## config.mk

```make
export PLATFORM = sky130hd
export DESIGN_NAME = pio_clkdiv_multi
export DESIGN_NICKNAME = d
export VERILOG_FILES = /design/src/rtl/pio_clkdiv_multi.sv
export SDC_FILE = /design/constraint.sdc
export NUM_CORES = 1
export LEC_CHECK = 0
export BUFFER_PORTS_ARGS = -buffer_cell sky130_fd_sc_hd__buf_4
export CORE_MARGIN = 10
export CORE_UTILIZATION = 58
export CTS_BUF_LIST = sky130_fd_sc_hd__clkbuf_8 sky130_fd_sc_hd__clkbuf_16
export CTS_CLUSTER_DIAMETER = 30
export DETAILED_ROUTE_END_ITERATION = 12
export GPL_TIMING_DRIVEN = 1
export PLACE_DENSITY = 0.79
export SLEW_MARGIN = 20
export SYNTH_ARGS = -nofsm -noshare
export SYNTH_HDL_FRONTEND = slang
export SYNTH_SLANG_ARGS = --single-unit
```

## constraint.sdc

```tcl
create_clock -name clk -period 6.05 [get_ports clk]
set_input_delay 1.21 -clock clk [delete_from_list [all_inputs] [get_ports clk]]
set_output_delay 1.21 -clock clk [all_outputs]
set_load 0.02 [all_outputs]
```

## src/rtl/pio_clkdiv_multi.sv

```systemverilog
// ---------------------------------------------------------------------------
// pio_clkdiv_multi
//
// Bank of independent fractional clock-enable dividers, one per PIO state
// machine. Each channel turns the system clock into a stream of single-cycle
// enable pulses whose long-run rate is exactly ONE/D per enabled cycle, where
// D is an unsigned INT_W.FRAC_W fixed-point divisor. A fractional divisor
// makes the pulse spacing alternate between floor(D) and ceil(D) cycles.
//
// Ports
//   clk      in   1                      clock, rising-edge
//   reset    in   1                      synchronous, active-high reset
//   en       in   NUM_CH                 per-channel run enable
//   restart  in   NUM_CH                 per-channel phase restart
//   div      in   NUM_CH*(INT_W+FRAC_W)  packed divisors, channel n at
//                                        [n*(INT_W+FRAC_W) +: INT_W+FRAC_W]
//   penable  out  NUM_CH                 registered single-cycle pulses
//
// Divisor encoding per channel
//   integer part 0      -> D = 2^INT_W (fraction ignored)
//   integer part 1      -> fast mode, penable follows en every cycle
//   integer part >= 2   -> fractional divide mode
// ---------------------------------------------------------------------------
module pio_clkdiv_multi #(
  parameter int NUM_CH = 4,
  parameter int INT_W  = 16,
  parameter int FRAC_W = 8
) (
  input  logic                              clk,
  input  logic                              reset,
  input  logic [NUM_CH-1:0]                 en,
  input  logic [NUM_CH-1:0]                 restart,
  input  logic [NUM_CH*(INT_W+FRAC_W)-1:0]  div,
  output logic [NUM_CH-1:0]                 penable
);

  localparam int DIV_W = INT_W + FRAC_W;
  // One extra bit so that D = 2^INT_W (the integer-part-zero case) fits.
  localparam int ACC_W = DIV_W + 1;

  localparam logic [ACC_W-1:0] ONE   = ACC_W'(1) << FRAC_W;
  localparam logic [ACC_W-1:0] D_MAX = ACC_W'(1) << DIV_W;

  for (genvar g = 0; g < NUM_CH; g++) begin : g_ch
    logic [DIV_W-1:0] div_w;
    logic [INT_W-1:0] int_part;
    logic [ACC_W-1:0] d_eff;
    logic [ACC_W-1:0] acc_inc;
    logic [ACC_W-1:0] acc_q, acc_d;
    logic             pen_q, pen_d;

    assign div_w    = div[g*DIV_W +: DIV_W];
    assign int_part = div_w[DIV_W-1:FRAC_W];
    assign d_eff    = (int_part == '0) ? D_MAX : {1'b0, div_w};
    // acc_q is always below D_MAX, so acc_q + ONE cannot overflow ACC_W.
    assign acc_inc  = acc_q + ONE;

    // NOTE: every output of this block gets a default first, so no path
    // leaves acc_d/pen_d unassigned and no latch is inferred.
    always_comb begin
      acc_d = acc_q;
      pen_d = 1'b0;
      if (restart[g]) begin
        acc_d = '0;
      end else if (int_part == INT_W'(1)) begin
        // Fast mode: every enabled cycle is a pulse; phase is meaningless.
        acc_d = '0;
        pen_d = en[g];
      end else if (en[g]) begin
        if (acc_q >= d_eff) begin
          // Divisor shrank below the held phase: fire once and restart the
          // phase rather than wrapping through a huge modular interval.
          acc_d = '0;
          pen_d = 1'b1;
        end else if (acc_inc < d_eff) begin
          acc_d = acc_inc;
        end else begin
          // Keep the remainder so fractional error never accumulates.
          acc_d = acc_inc - d_eff;
          pen_d = 1'b1;
        end
      end
    end

    // NOTE: state registers use non-blocking assignments so every channel
    // samples the pre-edge values regardless of evaluation order.
    always_ff @(posedge clk) begin
      if (reset) begin
        acc_q <= '0;
        pen_q <= 1'b0;
      end else begin
        acc_q <= acc_d;
        pen_q <= pen_d;
      end
    end

    assign penable[g] = pen_q;
  end

endmodule

```

# Yosys cells after proc, flatten, opt, wreduce, memory -nomap -nowiden
# Index checks and enable logic that the tools add are counted.
[totals]
ff_bits = 104
in_bits = 106
output_inout_bits = 4
[op_classes]
reduce_logical = 12
muxes = 28
order_cmp = 8
addsub = 8
eq_ne = 4
[op_table]
columns = ["operator", "n"]
rows = [
  ["25-bit 2-to-1 mux", 12],
  ["25-bit by 9-bit adder with 25-bit output, second input constant", 4],
  ["25-bit greater-or-equal comparator", 4],
  ["25-bit less-than comparator", 4],
  ["25-bit subtractor", 4],
  ["16-bit by 1-bit equality test with 1-bit output, second input constant", 4],
  ["16-bit zero test", 4],
  ["1-bit 2-to-1 mux", 16],
  ["3-bit OR reduction", 4],
  ["2-bit OR reduction", 4],
]

# Longest topological paths before layout
[depth]
depth_word = 7
depth_mapped = 17
mapped_depth_nobuf = 16

# Worst setup path after synthesis
# OpenSTA, ideal clock, no wires.
[synth_timing]
path_type = "in2reg"
from = "in div[41]"
to = "reg g_ch[1].acc_q[22]"
path_slack_ns = 1.559
cell_stages = 16
setup_time_ns = 0.122
arrival_time_ns = 4.370
path_buffers = 1
cell_sequence = "nor4_1 -> nand4_1 -> nand2b_1 -> clkbuf_1 -> and2_1 -> ha_1 -> fa_1 -> nand2b_1 -> a2111oi_0 -> nor2_1 -> a21oi_2 -> a211o_2 -> a31o_4 -> a221oi_2 -> mux2i_1 -> a221o_1"
[synth_via]
elab_chain_len = 5
elab_cells_between_ends = 9
[synth_lines]
columns = ["item", "line", "rtl"]
rows = [
  ["start: declaration", "33", "input logic [NUM_CH*(INT_W+FRAC_W)-1:0] div,"],
  ["16-bit zero test", "54", "assign d_eff = (int_part == '0) ? D_MAX : {1'b0, div_w};"],
  ["25-bit 2-to-1 mux", "54", ""],
  ["25-bit subtractor or 25-bit less-than comparator (tied branches)", "79, 75", ""],
  ["25-bit 2-to-1 mux", "75", "end else if (acc_inc < d_eff) begin"],
  ["25-bit 2-to-1 mux", "70", "if (acc_q >= d_eff) begin"],
  ["end signal: assignment", "89", "acc_q <= '0;"],
  ["end signal: assignment", "92", "acc_q <= acc_d;"],
  ["end: declaration", "49", "logic [ACC_W-1:0] acc_q, acc_d;"],
]
# Parallel ways exist; a longest one is shown, timed or not.
# A chain may end at the register's enable or synchronous reset.

# Final worst setup path
[layout_timing]
from = "in div[65]"
to = "reg g_ch[2].acc_q[12]"
[layout_via]
elab_chain_len = 5
elab_cells_between_ends = 9
[layout_lines]
columns = ["item", "line"]
rows = [
  ["16-bit zero test", "54"],
  ["25-bit 2-to-1 mux", "54"],
  ["25-bit subtractor or 25-bit less-than comparator (tied branches)", "79, 75"],
  ["25-bit 2-to-1 mux", "75"],
  ["25-bit 2-to-1 mux", "70"],
  ["end signal: assignment", "89"],
  ["end signal: assignment", "92"],
  ["end: declaration", "49"],
]
# Parallel ways exist; a longest one is shown, timed or not.

==> summary.txt <==
Outcome
  • Status: finished clean

Pwr
  • Worst VDD drop: 0.126 mV
  • Power Density: 125 nW/um2
  • Leakage power: 0.00659 uW

GRT
  • GRT overflow: 0
  • M2 GR Usage: 0.401
  • First-pass GRT wire length: 57,600 um
  • Vias in the first global route: 12,200
  • Routing usage on met1: 0.305
  • Gr usage total: 0.238
  • Antenna violations before repair: 0
  • Top Usage Layer GRT: met2
  • GR Util met3: 0.0369
  • Largest net degree at the start of global routing: 26

Job
  • Max-cap viol count: 0

Timing
  • Max Slew Vio Count: 0
  • FMAX: 191 MHz
  • Worst slew pin tran: 1080 ps
  • Max-slew headroom: 0.277
  • RSZ-0062 raised after global routing: false
  • Finish-stage setup viols: 0
  • Fin crit period: 5250 ps
  • Final Hold Violating Endpoints: 0
  • Final worst setup slack: 804 ps
  • Fin Setup TNS: 0 ps
  • Crit share post-route: 0.867
  • Setup skew after layout: 11.5 ps
  • Hold slack: 476 ps

Route
  • ANT nets after route: 0
  • First drt pass iteration count: 5
  • Average wire per standard cell: 17.2 um
  • Vias/cell: 6.21
  • Post-Route WL: 34,700 um
  • DR iter-0 viols: 854
  • DRC violations left: 0
  • Via Count: 12,500

Synthesis
  • Dominant cell type by area after synthesis: ha_1
  • Cell Area, Synth: 12,500 um2
  • Cells after Synth: 1,660
  • Syn_area_per_cell: 7.51 um2
  • Post-synth EDFFs: 0
  • Seq/Total Area, Yosys: 0.167
  • Ys async rst share: 0
  • Top cells by area in the synthesized netlist: ha_1 18%, dfxtp_1 17%, xnor2_1 6.2%
  • Post-synthesis cell type count: 79
  • Synth warn: 0
  • Top FF cell, synth: dfxtp_1
  • Yosys reg bits: 104
  • Post-synth top area share: 0.177
  • Most frequent cell after synthesis: ha_1
  • Syn_nets: 1,946
  • Top cells by count, synth: 176 x ha_1, 169 x nand2_1, 127 x a21oi_1

Final layout
  • Register area: 2080 um2
  • Multi-input gate area: 9720 um2
  • Layout filler cell count: 1,869
  • Area growth syn-to-layout: 10.7%
  • # diodes: 0
  • NumNets Final: 2,019
  • Share of cells above drive strength 1: 0.0932
  • Fin util: 0.655

Critical path
  • Slowest cell on crit path: a211oi_1
  • Max incr delay on CP: 470 ps
  • CP Launch Point: div[65]
  • Critical-path maximum fanout: 13
  • Crit path kind: input port to flop
  • CP arrival: 5480 ps
  • R2R Path Start: g_ch[0].acc_q[10]$_SDFFE_PP0P_
  • Critical path capture point type: flop
  • Worst R2R Path Depth: 13
  • Critical R2R Capture: g_ch[0].acc_q[5]$_SDFFE_PP0P_
  • Worst path cell trace: buf_4 -> nor4_1 -> nand3_1 -> nor4_1 -> nand2_1 -> and2_1 -> ha_1 -> nor2b_1 -> o2111ai_1 -> a21oi_1 -> o21bai_1 -> a211oi_1 -> o211ai_2 -> nand2_1 -> buf_4 -> mux2i_1 -> o21ai_0
  • Critical path launch point type: input port
  • Worst R2R Setup Slack: 1860 ps
  • WP data required: 6290 ps

Floorplan
  • Die footprint: 27,800 um2
  • Die extent in x: 167 um
  • Row count: 53
  • Height of the die: 167 um
  • IO Count: 110
  • Core box area: 21,100 um2
  • Initial Util: 0.591

Hold path
  • Hold depth: 1
  • Hold EP: g_ch[1].acc_q[0]$_SDFFE_PP0P_
  • Hold path start: g_ch[1].acc_q[0]$_SDFFE_PP0P_
  • Worst min path class: flop to flop

CTS
  • CTS buffer count: 9
  • H-tree depth: 3
  • Cts repair resizes: 0
  • Reg clk slew, reported paths: 80 ps
  • CTS tree: done
  • Clock tree buffer depth: 2
  • TritonCTS Sinks: 104
  • Post-CTS Setup Bufs: 0
  • Root buffer cell: clkbuf_16
  • Clock Latency Late Sink: 370 ps
  • Hold-fix buffer count after cts: 0

Placed design
  • DP HPWL: 27,100 um
  • Pre-CTS setup slack: 573 ps
  • Final RePlAce weighted congestion: 0.974
  • IO Port Bufs: 109
-- sequential cells by signal, indices dropped and copies added (netlist names) --
name / flops
g_ch.acc_q: 100
g_ch.pen_q: 4
-- routing by layer --
layer,vias to the layer above,share of wire,wire length (um)
met3,60,0.053,1840
li1,6198,-,-
met4,0,0.019,671
met1,5857,0.45,15700
met5,-,0,0
met2,378,0.48,16500
-- metrics by stage --
stage / power (uW) / cells / instance area [um2]
floorplan: 940 / 1660 / 12500
global placement: 1060 / 1997 / 13500
detailed placement: 1060 / 1997 / 13500
CTS: 1730 / 2013 / 13800
global route: 1800 / 2013 / 13800
finish: 1730 / 2013 / 13800
-- cell families (layout without fill, tap and decap cells) --
logic type | after synthesis | count (layout) | synth area share
and+or+nand+nor | 555 | 555 | 0.220
AOI/OAI and AO/OA | 474 | 474 | 0.252
adders and majority gates | 180 | 180 | 0.183
buffers and inverters | 176 | 254 | 0.0553
xor gates and xnor gates | 136 | 136 | 0.0955
DFF | 104 | 104 | 0.167
muxes | 35 | 35 | 0.0281
-- layout by cell type, fill, tap and decap left out, types with 15 or more instances in the layout --
cell type  count
a21o_1        58
a21oi_1      127
a22oi_1       20
a31oi_1       17
and2_1        15
and3_1        20
buf_4        118
dfxtp_1      104
ha_1         176
inv_1        121
mux2i_1       35
nand2_1      169
nand2b_1      27
nand3_1       57
nand4_1       37
nor2_1       108
nor2b_1       15
nor3_1        32
nor4_1        24
o21ai_0       95
xnor2_1       88
xor2_1        48
-- critical path: cells and delay by family --
family	cells	cell delay [ps]
buf+inv	2	440
simple gates	7	2070
fa+ha+maj	1	210
compound gates	6	1300
mux	1	240
-- final cells by class --
| class | instances | share of cell area |
|---|---|---|
| clock buffer | 10 | 0.0173 |
| timing repair buffer | 118 | 0.0642 |
| tap | 275 | 0.0249 |
| multi-input combinational | 1380 | 0.704 |
| clock inverter | 6 | 0.00607 |
| sequential | 104 | 0.151 |
| inverter | 120 | 0.0326 |
-- how the worst max path moves through the flow --
stage	to	slack [ps]	cells past startpoint
2_1_floorplan	g_ch[1].acc_q[22]$_SDFFE_PP0P_	1560	16
4_1_cts	g_ch[2].acc_q[12]$_SDFFE_PP0P_	890	17
3_3_place_gp	g_ch[2].acc_q[10]$_SDFFE_PP0P_	660	16
5_1_grt	g_ch[2].acc_q[13]$_SDFFE_PP0P_	460	17
6_report	g_ch[2].acc_q[12]$_SDFFE_PP0P_	800	17
3_5_place_dp	g_ch[2].acc_q[12]$_SDFFE_PP0P_	570	17
-- report_power, final --
part,leakage [uW],internal [uW],switching [uW]
clock,0.000156,373,299
sequential,0.000838,686,4.70
combinational,0.00559,156,209
No activity file was read; power rests on OpenSTA's default activity.
